File: config.mk
export PLATFORM = sky130hd
export DESIGN_NAME = bpu_update_unit_flat
export DESIGN_NICKNAME = d
export VERILOG_FILES = /design/src/rtl/bpu_update_unit_if.sv /design/src/rtl/bpu_update_unit.sv /design/src/flat_wrapper.sv
export SDC_FILE = /design/constraint.sdc
export NUM_CORES = 1
export LEC_CHECK = 0
export BUFFER_PORTS_ARGS = -buffer_cell sky130_fd_sc_hd__buf_2
export CORE_ASPECT_RATIO = 0.7
export CORE_UTILIZATION = 30
export DETAILED_ROUTE_END_ITERATION = 10
export SKIP_CTS_REPAIR_TIMING = 1
export SLEW_MARGIN = 20
export SYNTH_ARGS = -nofsm -noshare
export SYNTH_HDL_FRONTEND = slang
export SYNTH_SLANG_ARGS = --single-unit
File: constraint.sdc
create_clock -name clk -period 13.2 [get_ports clk]
set_input_delay 1.98 -clock clk [delete_from_list [all_inputs] [get_ports clk]]
set_output_delay 1.98 -clock clk [all_outputs]
set_load 0.005 [all_outputs]
File: src/rtl/bpu_update_unit_if.sv
// ----------------------------------------------------------------------------
// bpu_update_unit_if
//   One BPU correction packet source (pre-decode fixer or branch resolve).
//   The packet is valid while flush=1; ready is returned by the update unit.
//
//   flush       packet valid
//   pc          branch pc (byte address)
//   br_taken    resolved direction
//   br_target   resolved target (byte address)
//   br_type     branch type written to the BTB
//   lphr        current LPHT 2-bit counter value
//   lphr_index  LPHT entry to write
//   btb_update / bht_update / lpht_update   per-table enables
//   ready       unit can take a packet from this source this cycle
// ----------------------------------------------------------------------------
interface bpu_update_unit_if #(
    parameter int unsigned LPHT_ADDR_W = 5
);
    logic                   flush;
    logic [31:0]            pc;
    logic                   br_taken;
    logic [31:0]            br_target;
    logic [1:0]             br_type;
    logic [1:0]             lphr;
    logic [LPHT_ADDR_W-1:0] lphr_index;
    logic                   btb_update;
    logic                   bht_update;
    logic                   lpht_update;
    logic                   ready;

    modport master (
        output flush, pc, br_taken, br_target, br_type, lphr, lphr_index,
               btb_update, bht_update, lpht_update,
        input  ready
    );

    modport slave (
        input  flush, pc, br_taken, br_target, br_type, lphr, lphr_index,
               btb_update, bht_update, lpht_update,
        output ready
    );
endinterface

File: src/rtl/bpu_update_unit.sv
// ----------------------------------------------------------------------------
// bpu_update_unit
//   Buffers BPU correction packets from the front (pre-decode fixer) and back
//   (branch resolve) sources in a small FIFO and applies them to the BTB, BHT
//   and LPHT through a 2-stage read-modify-write pipeline (S1 read, S2 write).
//
//   Optional build macro: BPU_UPD_STATS_EN adds saturating 32-bit counters
//   front_drop_cnt_o and upd_done_cnt_o.
//
// Ports:
//   clk, rst_n          clock, asynchronous active-low reset
//   front_upd_i         front packet source (ready = two or more free slots)
//   back_upd_i          back packet source  (ready = back_ready_o)
//   back_ready_o        queue can accept a back packet this cycle
//   bht_raddr_o         BHT synchronous read address (data returns next cycle)
//   bht_rdata_i         BHT read data
//   bht_*_o             BHT write port  (history shift register)
//   lpht_*_o            LPHT write port (2-bit saturating counter)
//   btb_*_o             BTB write port  (tag, word target, type)
//   busy_o              queue non-empty or pipeline occupied
// ----------------------------------------------------------------------------
module bpu_update_unit #(
    parameter int unsigned QDEPTH      = 4,
    parameter int unsigned BHT_ADDR_W  = 7,
    parameter int unsigned HISTORY_W   = 5,
    parameter int unsigned LPHT_ADDR_W = 5,
    parameter int unsigned BTB_ADDR_W  = 7
) (
    input  logic                    clk,
    input  logic                    rst_n,
`ifdef BPU_UPD_STATS_EN
    output logic [31:0]             front_drop_cnt_o,
    output logic [31:0]             upd_done_cnt_o,
`endif
    bpu_update_unit_if.slave        front_upd_i,
    bpu_update_unit_if.slave        back_upd_i,
    output logic                    back_ready_o,
    output logic [BHT_ADDR_W-1:0]   bht_raddr_o,
    input  logic [HISTORY_W-1:0]    bht_rdata_i,
    output logic                    bht_we_o,
    output logic [BHT_ADDR_W-1:0]   bht_waddr_o,
    output logic [HISTORY_W-1:0]    bht_wdata_o,
    output logic                    lpht_we_o,
    output logic [LPHT_ADDR_W-1:0]  lpht_waddr_o,
    output logic [1:0]              lpht_wdata_o,
    output logic                    btb_we_o,
    output logic [BTB_ADDR_W-1:0]   btb_waddr_o,
    output logic [29-BTB_ADDR_W:0]  btb_wtag_o,
    output logic [29:0]             btb_wtarget_o,
    output logic [1:0]              btb_wtype_o,
    output logic                    busy_o
);
    localparam int unsigned PTR_W = $clog2(QDEPTH);
    localparam int unsigned CNT_W = PTR_W + 1;

    typedef struct packed {
        logic [31:0]            pc;
        logic                   br_taken;
        logic [31:0]            br_target;
        logic [1:0]             br_type;
        logic [1:0]             lphr;
        logic [LPHT_ADDR_W-1:0] lphr_index;
        logic                   btb_update;
        logic                   bht_update;
        logic                   lpht_update;
    } bpu_update_t;

    bpu_update_t w_front_pkt, w_back_pkt;

    assign w_front_pkt = '{pc: front_upd_i.pc, br_taken: front_upd_i.br_taken,
                           br_target: front_upd_i.br_target, br_type: front_upd_i.br_type,
                           lphr: front_upd_i.lphr, lphr_index: front_upd_i.lphr_index,
                           btb_update: front_upd_i.btb_update,
                           bht_update: front_upd_i.bht_update,
                           lpht_update: front_upd_i.lpht_update};
    assign w_back_pkt  = '{pc: back_upd_i.pc, br_taken: back_upd_i.br_taken,
                           br_target: back_upd_i.br_target, br_type: back_upd_i.br_type,
                           lphr: back_upd_i.lphr, lphr_index: back_upd_i.lphr_index,
                           btb_update: back_upd_i.btb_update,
                           bht_update: back_upd_i.bht_update,
                           lpht_update: back_upd_i.lpht_update};

    // ---------------- queue ----------------
    bpu_update_t      r_q [QDEPTH];
    logic [PTR_W-1:0] r_wptr, r_rptr, w_front_idx;
    logic [CNT_W-1:0] r_count, w_free;
    logic             w_pop, w_back_acc, w_front_acc;

    // S2 never stalls, so S1 always advances and the head pops whenever present.
    assign w_pop        = (r_count != '0);
    assign w_free       = CNT_W'(QDEPTH) - r_count + CNT_W'(w_pop);
    assign back_ready_o = (w_free != '0);
    // Front needs two free slots so it can never take the last one from the back.
    assign front_upd_i.ready = (w_free >= CNT_W'(2));
    assign back_upd_i.ready  = back_ready_o;
    assign w_back_acc   = back_upd_i.flush && back_ready_o;
    assign w_front_acc  = front_upd_i.flush && front_upd_i.ready;
    assign w_front_idx  = r_wptr + PTR_W'(w_back_acc);

    always_ff @(posedge clk) begin
        if (w_back_acc)  r_q[r_wptr]      <= w_back_pkt;
        if (w_front_acc) r_q[w_front_idx] <= w_front_pkt;
    end

    // ---------------- pipeline ----------------
    bpu_update_t           r_s1, r_s2;
    logic                  r_s1_valid, r_s2_valid;
    logic                  r_fwd_valid;
    logic [BHT_ADDR_W-1:0] r_fwd_idx, w_s2_idx;
    logic [HISTORY_W-1:0]  r_fwd_hist, w_hist, w_newhist;
    logic [1:0]            w_lpht_new;
    logic                  w_bht_we;

    always_ff @(posedge clk or negedge rst_n) begin
        if (!rst_n) begin
            r_wptr      <= '0;
            r_rptr      <= '0;
            r_count     <= '0;
            r_s1_valid  <= 1'b0;
            r_s2_valid  <= 1'b0;
            r_s1        <= '0;
            r_s2        <= '0;
            r_fwd_valid <= 1'b0;
            r_fwd_idx   <= '0;
            r_fwd_hist  <= '0;
        end else begin
            r_wptr  <= w_front_idx + PTR_W'(w_front_acc);
            r_rptr  <= r_rptr + PTR_W'(w_pop);
            r_count <= r_count + CNT_W'(w_back_acc) + CNT_W'(w_front_acc) - CNT_W'(w_pop);
            r_s1_valid <= w_pop;
            if (w_pop) r_s1 <= r_q[r_rptr];
            r_s2_valid <= r_s1_valid;
            if (r_s1_valid) r_s2 <= r_s1;
            // The BHT read for the following packet was issued in the same cycle as
            // this write, so its returned data may be stale: keep the new value.
            r_fwd_valid <= w_bht_we;
            r_fwd_idx   <= w_s2_idx;
            r_fwd_hist  <= w_newhist;
        end
    end

    assign bht_raddr_o = r_s1.pc[BHT_ADDR_W+1:2];
    assign w_s2_idx    = r_s2.pc[BHT_ADDR_W+1:2];
    assign w_hist      = (r_fwd_valid && (r_fwd_idx == w_s2_idx)) ? r_fwd_hist : bht_rdata_i;
    assign w_newhist   = {w_hist[HISTORY_W-2:0], r_s2.br_taken};

    always_comb begin
        w_lpht_new = r_s2.lphr;
        if (r_s2.br_taken) begin
            if (r_s2.lphr != 2'b11) w_lpht_new = r_s2.lphr + 2'd1;
        end else begin
            if (r_s2.lphr != 2'b00) w_lpht_new = r_s2.lphr - 2'd1;
        end
    end

    // Write ports are held at zero except during their one-cycle pulse.
    assign w_bht_we      = r_s2_valid && r_s2.bht_update;
    assign bht_we_o      = w_bht_we;
    assign bht_waddr_o   = w_bht_we ? w_s2_idx : '0;
    assign bht_wdata_o   = w_bht_we ? w_newhist : '0;
    assign lpht_we_o     = r_s2_valid && r_s2.lpht_update;
    assign lpht_waddr_o  = lpht_we_o ? r_s2.lphr_index : '0;
    assign lpht_wdata_o  = lpht_we_o ? w_lpht_new : '0;
    assign btb_we_o      = r_s2_valid && r_s2.btb_update;
    assign btb_waddr_o   = btb_we_o ? r_s2.pc[BTB_ADDR_W+1:2] : '0;
    assign btb_wtag_o    = btb_we_o ? r_s2.pc[31:BTB_ADDR_W+2] : '0;
    assign btb_wtarget_o = btb_we_o ? r_s2.br_target[31:2] : '0;
    assign btb_wtype_o   = btb_we_o ? r_s2.br_type : '0;

    assign busy_o = (r_count != '0) || r_s1_valid || r_s2_valid;

    logic w_unused;
    assign w_unused = ^{r_s2.pc[1:0], r_s2.br_target[1:0]};

`ifdef BPU_UPD_STATS_EN
    logic [31:0] r_front_drop_cnt, r_upd_done_cnt;

    always_ff @(posedge clk or negedge rst_n) begin
        if (!rst_n) begin
            r_front_drop_cnt <= '0;
            r_upd_done_cnt   <= '0;
        end else begin
            if (front_upd_i.flush && !w_front_acc && (r_front_drop_cnt != '1))
                r_front_drop_cnt <= r_front_drop_cnt + 32'd1;
            if (r_s2_valid && (r_upd_done_cnt != '1))
                r_upd_done_cnt <= r_upd_done_cnt + 32'd1;
        end
    end

    assign front_drop_cnt_o = r_front_drop_cnt;
    assign upd_done_cnt_o   = r_upd_done_cnt;
`endif
endmodule
File: src/flat_wrapper.sv
// flat-port wrapper written by rule: the top's interface ports become plain ports
module bpu_update_unit_flat 
#(
    parameter int unsigned QDEPTH      = 4,
    parameter int unsigned BHT_ADDR_W  = 7,
    parameter int unsigned HISTORY_W   = 5,
    parameter int unsigned LPHT_ADDR_W = 5,
    parameter int unsigned BTB_ADDR_W  = 7
)
  (clk, rst_n, back_ready_o, bht_raddr_o, bht_rdata_i, bht_we_o, bht_waddr_o, bht_wdata_o, lpht_we_o, lpht_waddr_o, lpht_wdata_o, btb_we_o, btb_waddr_o, btb_wtag_o, btb_wtarget_o, btb_wtype_o, busy_o, front_upd_i_flush, front_upd_i_pc, front_upd_i_br_taken, front_upd_i_br_target, front_upd_i_br_type, front_upd_i_lphr, front_upd_i_lphr_index, front_upd_i_btb_update, front_upd_i_bht_update, front_upd_i_lpht_update, front_upd_i_ready, back_upd_i_flush, back_upd_i_pc, back_upd_i_br_taken, back_upd_i_br_target, back_upd_i_br_type, back_upd_i_lphr, back_upd_i_lphr_index, back_upd_i_btb_update, back_upd_i_bht_update, back_upd_i_lpht_update, back_upd_i_ready);
  bpu_update_unit_if #(.LPHT_ADDR_W(LPHT_ADDR_W)) front_upd_i_i ();
  bpu_update_unit_if #(.LPHT_ADDR_W(LPHT_ADDR_W)) back_upd_i_i ();
  input  logic clk;
  input  logic rst_n;
  output logic back_ready_o;
  output logic [BHT_ADDR_W-1:0] bht_raddr_o;
  input  logic [HISTORY_W-1:0] bht_rdata_i;
  output logic bht_we_o;
  output logic [BHT_ADDR_W-1:0] bht_waddr_o;
  output logic [HISTORY_W-1:0] bht_wdata_o;
  output logic lpht_we_o;
  output logic [LPHT_ADDR_W-1:0] lpht_waddr_o;
  output logic [1:0] lpht_wdata_o;
  output logic btb_we_o;
  output logic [BTB_ADDR_W-1:0] btb_waddr_o;
  output logic [29-BTB_ADDR_W:0] btb_wtag_o;
  output logic [29:0] btb_wtarget_o;
  output logic [1:0] btb_wtype_o;
  output logic busy_o;
  input wire logic [$bits(front_upd_i_i.flush)-1:0] front_upd_i_flush;
  input wire logic [$bits(front_upd_i_i.pc)-1:0] front_upd_i_pc;
  input wire logic [$bits(front_upd_i_i.br_taken)-1:0] front_upd_i_br_taken;
  input wire logic [$bits(front_upd_i_i.br_target)-1:0] front_upd_i_br_target;
  input wire logic [$bits(front_upd_i_i.br_type)-1:0] front_upd_i_br_type;
  input wire logic [$bits(front_upd_i_i.lphr)-1:0] front_upd_i_lphr;
  input wire logic [$bits(front_upd_i_i.lphr_index)-1:0] front_upd_i_lphr_index;
  input wire logic [$bits(front_upd_i_i.btb_update)-1:0] front_upd_i_btb_update;
  input wire logic [$bits(front_upd_i_i.bht_update)-1:0] front_upd_i_bht_update;
  input wire logic [$bits(front_upd_i_i.lpht_update)-1:0] front_upd_i_lpht_update;
  output wire logic [$bits(front_upd_i_i.ready)-1:0] front_upd_i_ready;
  input wire logic [$bits(back_upd_i_i.flush)-1:0] back_upd_i_flush;
  input wire logic [$bits(back_upd_i_i.pc)-1:0] back_upd_i_pc;
  input wire logic [$bits(back_upd_i_i.br_taken)-1:0] back_upd_i_br_taken;
  input wire logic [$bits(back_upd_i_i.br_target)-1:0] back_upd_i_br_target;
  input wire logic [$bits(back_upd_i_i.br_type)-1:0] back_upd_i_br_type;
  input wire logic [$bits(back_upd_i_i.lphr)-1:0] back_upd_i_lphr;
  input wire logic [$bits(back_upd_i_i.lphr_index)-1:0] back_upd_i_lphr_index;
  input wire logic [$bits(back_upd_i_i.btb_update)-1:0] back_upd_i_btb_update;
  input wire logic [$bits(back_upd_i_i.bht_update)-1:0] back_upd_i_bht_update;
  input wire logic [$bits(back_upd_i_i.lpht_update)-1:0] back_upd_i_lpht_update;
  output wire logic [$bits(back_upd_i_i.ready)-1:0] back_upd_i_ready;
  assign front_upd_i_i.flush = front_upd_i_flush;
  assign front_upd_i_i.pc = front_upd_i_pc;
  assign front_upd_i_i.br_taken = front_upd_i_br_taken;
  assign front_upd_i_i.br_target = front_upd_i_br_target;
  assign front_upd_i_i.br_type = front_upd_i_br_type;
  assign front_upd_i_i.lphr = front_upd_i_lphr;
  assign front_upd_i_i.lphr_index = front_upd_i_lphr_index;
  assign front_upd_i_i.btb_update = front_upd_i_btb_update;
  assign front_upd_i_i.bht_update = front_upd_i_bht_update;
  assign front_upd_i_i.lpht_update = front_upd_i_lpht_update;
  assign front_upd_i_ready = front_upd_i_i.ready;
  assign back_upd_i_i.flush = back_upd_i_flush;
  assign back_upd_i_i.pc = back_upd_i_pc;
  assign back_upd_i_i.br_taken = back_upd_i_br_taken;
  assign back_upd_i_i.br_target = back_upd_i_br_target;
  assign back_upd_i_i.br_type = back_upd_i_br_type;
  assign back_upd_i_i.lphr = back_upd_i_lphr;
  assign back_upd_i_i.lphr_index = back_upd_i_lphr_index;
  assign back_upd_i_i.btb_update = back_upd_i_btb_update;
  assign back_upd_i_i.bht_update = back_upd_i_bht_update;
  assign back_upd_i_i.lpht_update = back_upd_i_lpht_update;
  assign back_upd_i_ready = back_upd_i_i.ready;
  bpu_update_unit #(.QDEPTH(QDEPTH), .BHT_ADDR_W(BHT_ADDR_W), .HISTORY_W(HISTORY_W), .LPHT_ADDR_W(LPHT_ADDR_W), .BTB_ADDR_W(BTB_ADDR_W)) u_core (.clk(clk), .rst_n(rst_n), .front_upd_i(front_upd_i_i), .back_upd_i(back_upd_i_i), .back_ready_o(back_ready_o), .bht_raddr_o(bht_raddr_o), .bht_rdata_i(bht_rdata_i), .bht_we_o(bht_we_o), .bht_waddr_o(bht_waddr_o), .bht_wdata_o(bht_wdata_o), .lpht_we_o(lpht_we_o), .lpht_waddr_o(lpht_waddr_o), .lpht_wdata_o(lpht_wdata_o), .btb_we_o(btb_we_o), .btb_waddr_o(btb_waddr_o), .btb_wtag_o(btb_wtag_o), .btb_wtarget_o(btb_wtarget_o), .btb_wtype_o(btb_wtype_o), .busy_o(busy_o));
endmodule
==> summary.md <==
| Metric | Value |
|---|---|
| Status | `finished, final reports clean` |
| Xor and xnor fraction of the mapped netlist area | `0.00597` |
| CP Launch Type | `input port` |
| Relative slew margins | `0.281` |
| Period Utilization, post-route | `0.372` |
| Total CTS buffers | `50` |
| Hold Crit Depth | `0` |
| DRC violations left | `0` |
| Initial Utilization | `0.304` |
| Post-synthesis sequential area ratio | `0.594` |
| Initial antenna violation count | `9` |
| Simple-gate share of the synthesized area | `0.0287` |
| Drt wl/cell | `21.8 µm` |
| P per Cell Area | `264 mW/mm²` |
| Clock Skews | `0.0172 ns` |
| Synthesized-area fraction occupied by adder cells | `0.00459` |
| CTS sink cnt | `459` |
| FF+latch count, synth | `459` |
| Compound-Gate Fraction of Synth Area | `0.00361` |
| Multiplexer area fraction after synthesis | `0.335` |
| DR iter-0 viols | `558` |
| Leakage | `10.5 nW` |
| Mapped cell area | `0.0218 mm²` |
| Routability Congestion | `0.712` |
| Max VDD drop | `0.000340 V` |
| Final-report setup violation count | `0` |
| GRT Total Usage | `0.145` |
| Largest family of logic cells by synthesized area | `multiplexers` |
| First-pass GRT wire length | `78300 µm` |
| Layout cells sized above 1 | `0.546` |
| Area contributors post-synth | `edfxtp_1, dfrtp_1, mux2_4, mux2_2, mux4_2` |
| CP endpoint kind | `register` |
| Layout Nets | `1617` |
| Ports | `258` |
| Worst slew pin tran | `1.07 ns` |
| Commonest non-fill, non-tap cell in the layout | `edfxtp_1` |
| Register Area | `0.0130 mm²` |
| Min-delay worst type | `reg2reg` |
| Via count | `11.7k` |
| Die area | `0.0738 mm²` |
| Yosys warning total | `0` |
| Post-synth top area share | `0.402` |
| Final min period | `4.92 ns` |
| Global route overflow | `0` |
| Syn_nets | `1384` |
| R2r startpoint | `u_core.r_count[1]$_DFF_PN0_` |
| Area leader, netlist | `edfxtp_1` |
| # H-tree levels | `2` |
| CTS tree | `done` |
| Syn Area/Cell | `17.9 µm²` |
| Die W | `324 µm` |
| Cells after synthesis | `1215` |
| Final Hold Vio Count | `0` |
| Critical setup path kind | `in2reg` |
| HPWL after DPL | `31900 µm` |
| Site Rows | `82` |
| Slew Viols, Final | `0` |
| Crit Reg-Reg Endpoint | `u_core.r_q[2][58]$_DFFE_PP_` |
| Highest Clock Rate | `203 MHz` |
| IO Port Bufs | `248` |
| Hold path endpoint | `u_core.r_fwd_idx[5]$_DFF_PN0_` |
| Vias in the first global route | `12.3k` |
| Fin Hold WS | `0.453 ns` |
| Later-pin clock latency in the skew report | `0.60 ns` |
| RSZ-0062 raised after global routing | `false` |
| Area of the multi-input gates | `0.00831 mm²` |
| Worst Reg-to-Reg Cells | `10` |
| Worst path depth | `9` |
| DRT Pass-1 Iters | `4` |
| MaxCap Viol Count | `0` |
| Required time of the critical path | `13.43 ns` |
| Critical-path cell list | `buf_2, o41ai_1, a31oi_1, ha_1, xnor2_1, nand2b_4, buf_4, o31ai_4, buf_4` |
| Crit-path slowest cell | `buf_4` |
| DR vias/cell | `4.77` |
| Worst path arrival time | `5.14 ns` |
| Max Buffers Root-to-Sink | `3` |
| Yosys cell types | `36` |
| Detailed Route WL | `53700 µm` |
| Crit path top cell by count | `buf_4` |
| Setup tns final | `0 ns` |
| Area growth syn-to-layout | `17.1%` |
| Core Region | `0.0717 mm²` |
| Hold Startpoint | `u_core.r_s2[52]$_DFFE_PN0P_` |
| Clock root buffer | `clkbuf_16` |
| CP max stage delay | `0.77 ns` |
| CP Buf/Inv Count | `3` |
| Final ANT Viol Nets | `0` |
| Crit-path leading delay family | `buffers and inverters` |
| Fill count | `6749` |
| Most frequent cells in the layout | `edfxtp_1, buf_2, mux2_2, mux2_4, dfrtp_1` |
| Clock Pin Slew Worst Setup and Hold Paths | `0.06 ns` |
| R2R Setup Slk | `8.64 ns` |
| Die Height | `228 µm` |
| Crit-path max FO | `44` |
| Largest net degree at the start of global routing | `75` |
==> worst reg2reg max path: stages (launching register included) <==
cell	delay (ns)
dfrtp_1	0.44
inv_1	0.16
ha_1	0.27
o41ai_1	0.33
a31oi_1	0.14
ha_1	0.23
xnor2_1	0.51
nand2b_4	0.62
buf_4	0.82
o31ai_4	0.19
buf_4	0.40
==> state kept, by name, summed over array words and instances, names as in the netlist <==
register / cells
u_core.bht_raddr_o: 7
u_core.r_q: 292
u_core.r_fwd_valid: 1
u_core.r_wptr: 2
u_core.r_s2: 73
u_core.r_s1_valid: 1
u_core.r_fwd_idx: 7
u_core.r_fwd_hist: 4
u_core.r_s1: 66
u_core.r_rptr: 2
u_core.r_s2_valid: 1
u_core.r_count: 3
==> layout make-up <==
class | count | share of cell area
Clock inverter | 27 | 0.00764
Sequential cell | 459 | 0.508
Tap cell | 966 | 0.0473
Clock buffer | 67 | 0.0544
Multi-Input combinational cell | 657 | 0.325
Inverter | 10 | 0.00147
Timing Repair Buffer | 270 | 0.0559
Antenna cell | 2 | 0.000196
==> cells by family (layout without fill, tap and decap cells) <==
| logic type | Yosys count | count (layout) |
|---|---|---|
| muxes | 517 | 517 |
| DFF | 459 | 459 |
| and+or+nand+nor | 106 | 106 |
| buffers and inverters | 99 | 374 |
| xor gates and xnor gates | 14 | 14 |
| AOI/OAI and AO/OA | 12 | 12 |
| adders and majority gates | 7 | 7 |
| other | 1 | 3 |
==> worst max path at each step <==
| stage | end | start | slack (ns) |
|---|---|---|---|
| after detailed placement | u_core.r_q[2][39]$_DFFE_PP_ | back_upd_i_flush | 7.70 |
| after global placement | u_core.r_q[2][53]$_DFFE_PP_ | back_upd_i_flush | 7.75 |
| after global routing | u_core.r_q[2][53]$_DFFE_PP_ | back_upd_i_flush | 8.13 |
| after floorplan | u_core.r_q[0][0]$_DFFE_PP_ | back_upd_i_flush | 4.85 |
| after CTS | u_core.r_q[2][39]$_DFFE_PP_ | back_upd_i_flush | 8.32 |
| final | u_core.r_q[2][58]$_DFFE_PP_ | back_upd_i_flush | 8.28 |
==> Yosys cell counts, drive strengths merged <==
master and instances:
a21boi 1, a21oi 2, a31oi 1, and2 5, and3 75, buf 56
clkbuf 33, conb 1, dfrtp 167, edfxtp 292, fa 2, ha 4
inv 10, maj3 1, mux2 440, mux2i 4, mux4 73, nand2 16
nand2b 2, nand4 3, nand4b 1, nor2 1, o21ai 4, o31ai 3
o41ai 1, or3 3, xnor2 13, xor2 1
==> where the power goes <==
group          switching, mW  internal (mW)
Clock                  0.590          0.779
Sequential             0.331           2.41
Combinational           1.29           1.34
Total                   2.21           4.53
==> through the flow <==
step | instance area (µm²) | power, mW | util | std cells | worst slack, ns
2_1_floorplan | 21800 | 4.67 | - | 1215 | 4.85
3_3_place_gp | 23900 | 5.39 | 0.334 | 2362 | 7.75
3_5_place_dp | 23900 | 5.47 | 0.334 | 2362 | 7.70
4_1_cts | 25500 | 6.87 | 0.356 | 2456 | 8.32
5_1_grt | 25500 | 7.14 | 0.356 | 2457 | 8.13
6_report | 25500 | 6.74 | 0.356 | 2458 | 8.28
==> metal layers <==
layer | up-vias | routed length [µm] | track usage | share of wire
met5 | - | 90 | 0 | 0.0017
met4 | 14 | 1060 | 0.0431 | 0.020
met3 | 79 | 2990 | 0.0341 | 0.056
met2 | 280 | 25200 | 0.233 | 0.47
met1 | 6167 | 24300 | 0.193 | 0.45
li1 | 5186 | - | - | -
(Power assumes the default switching activity.)
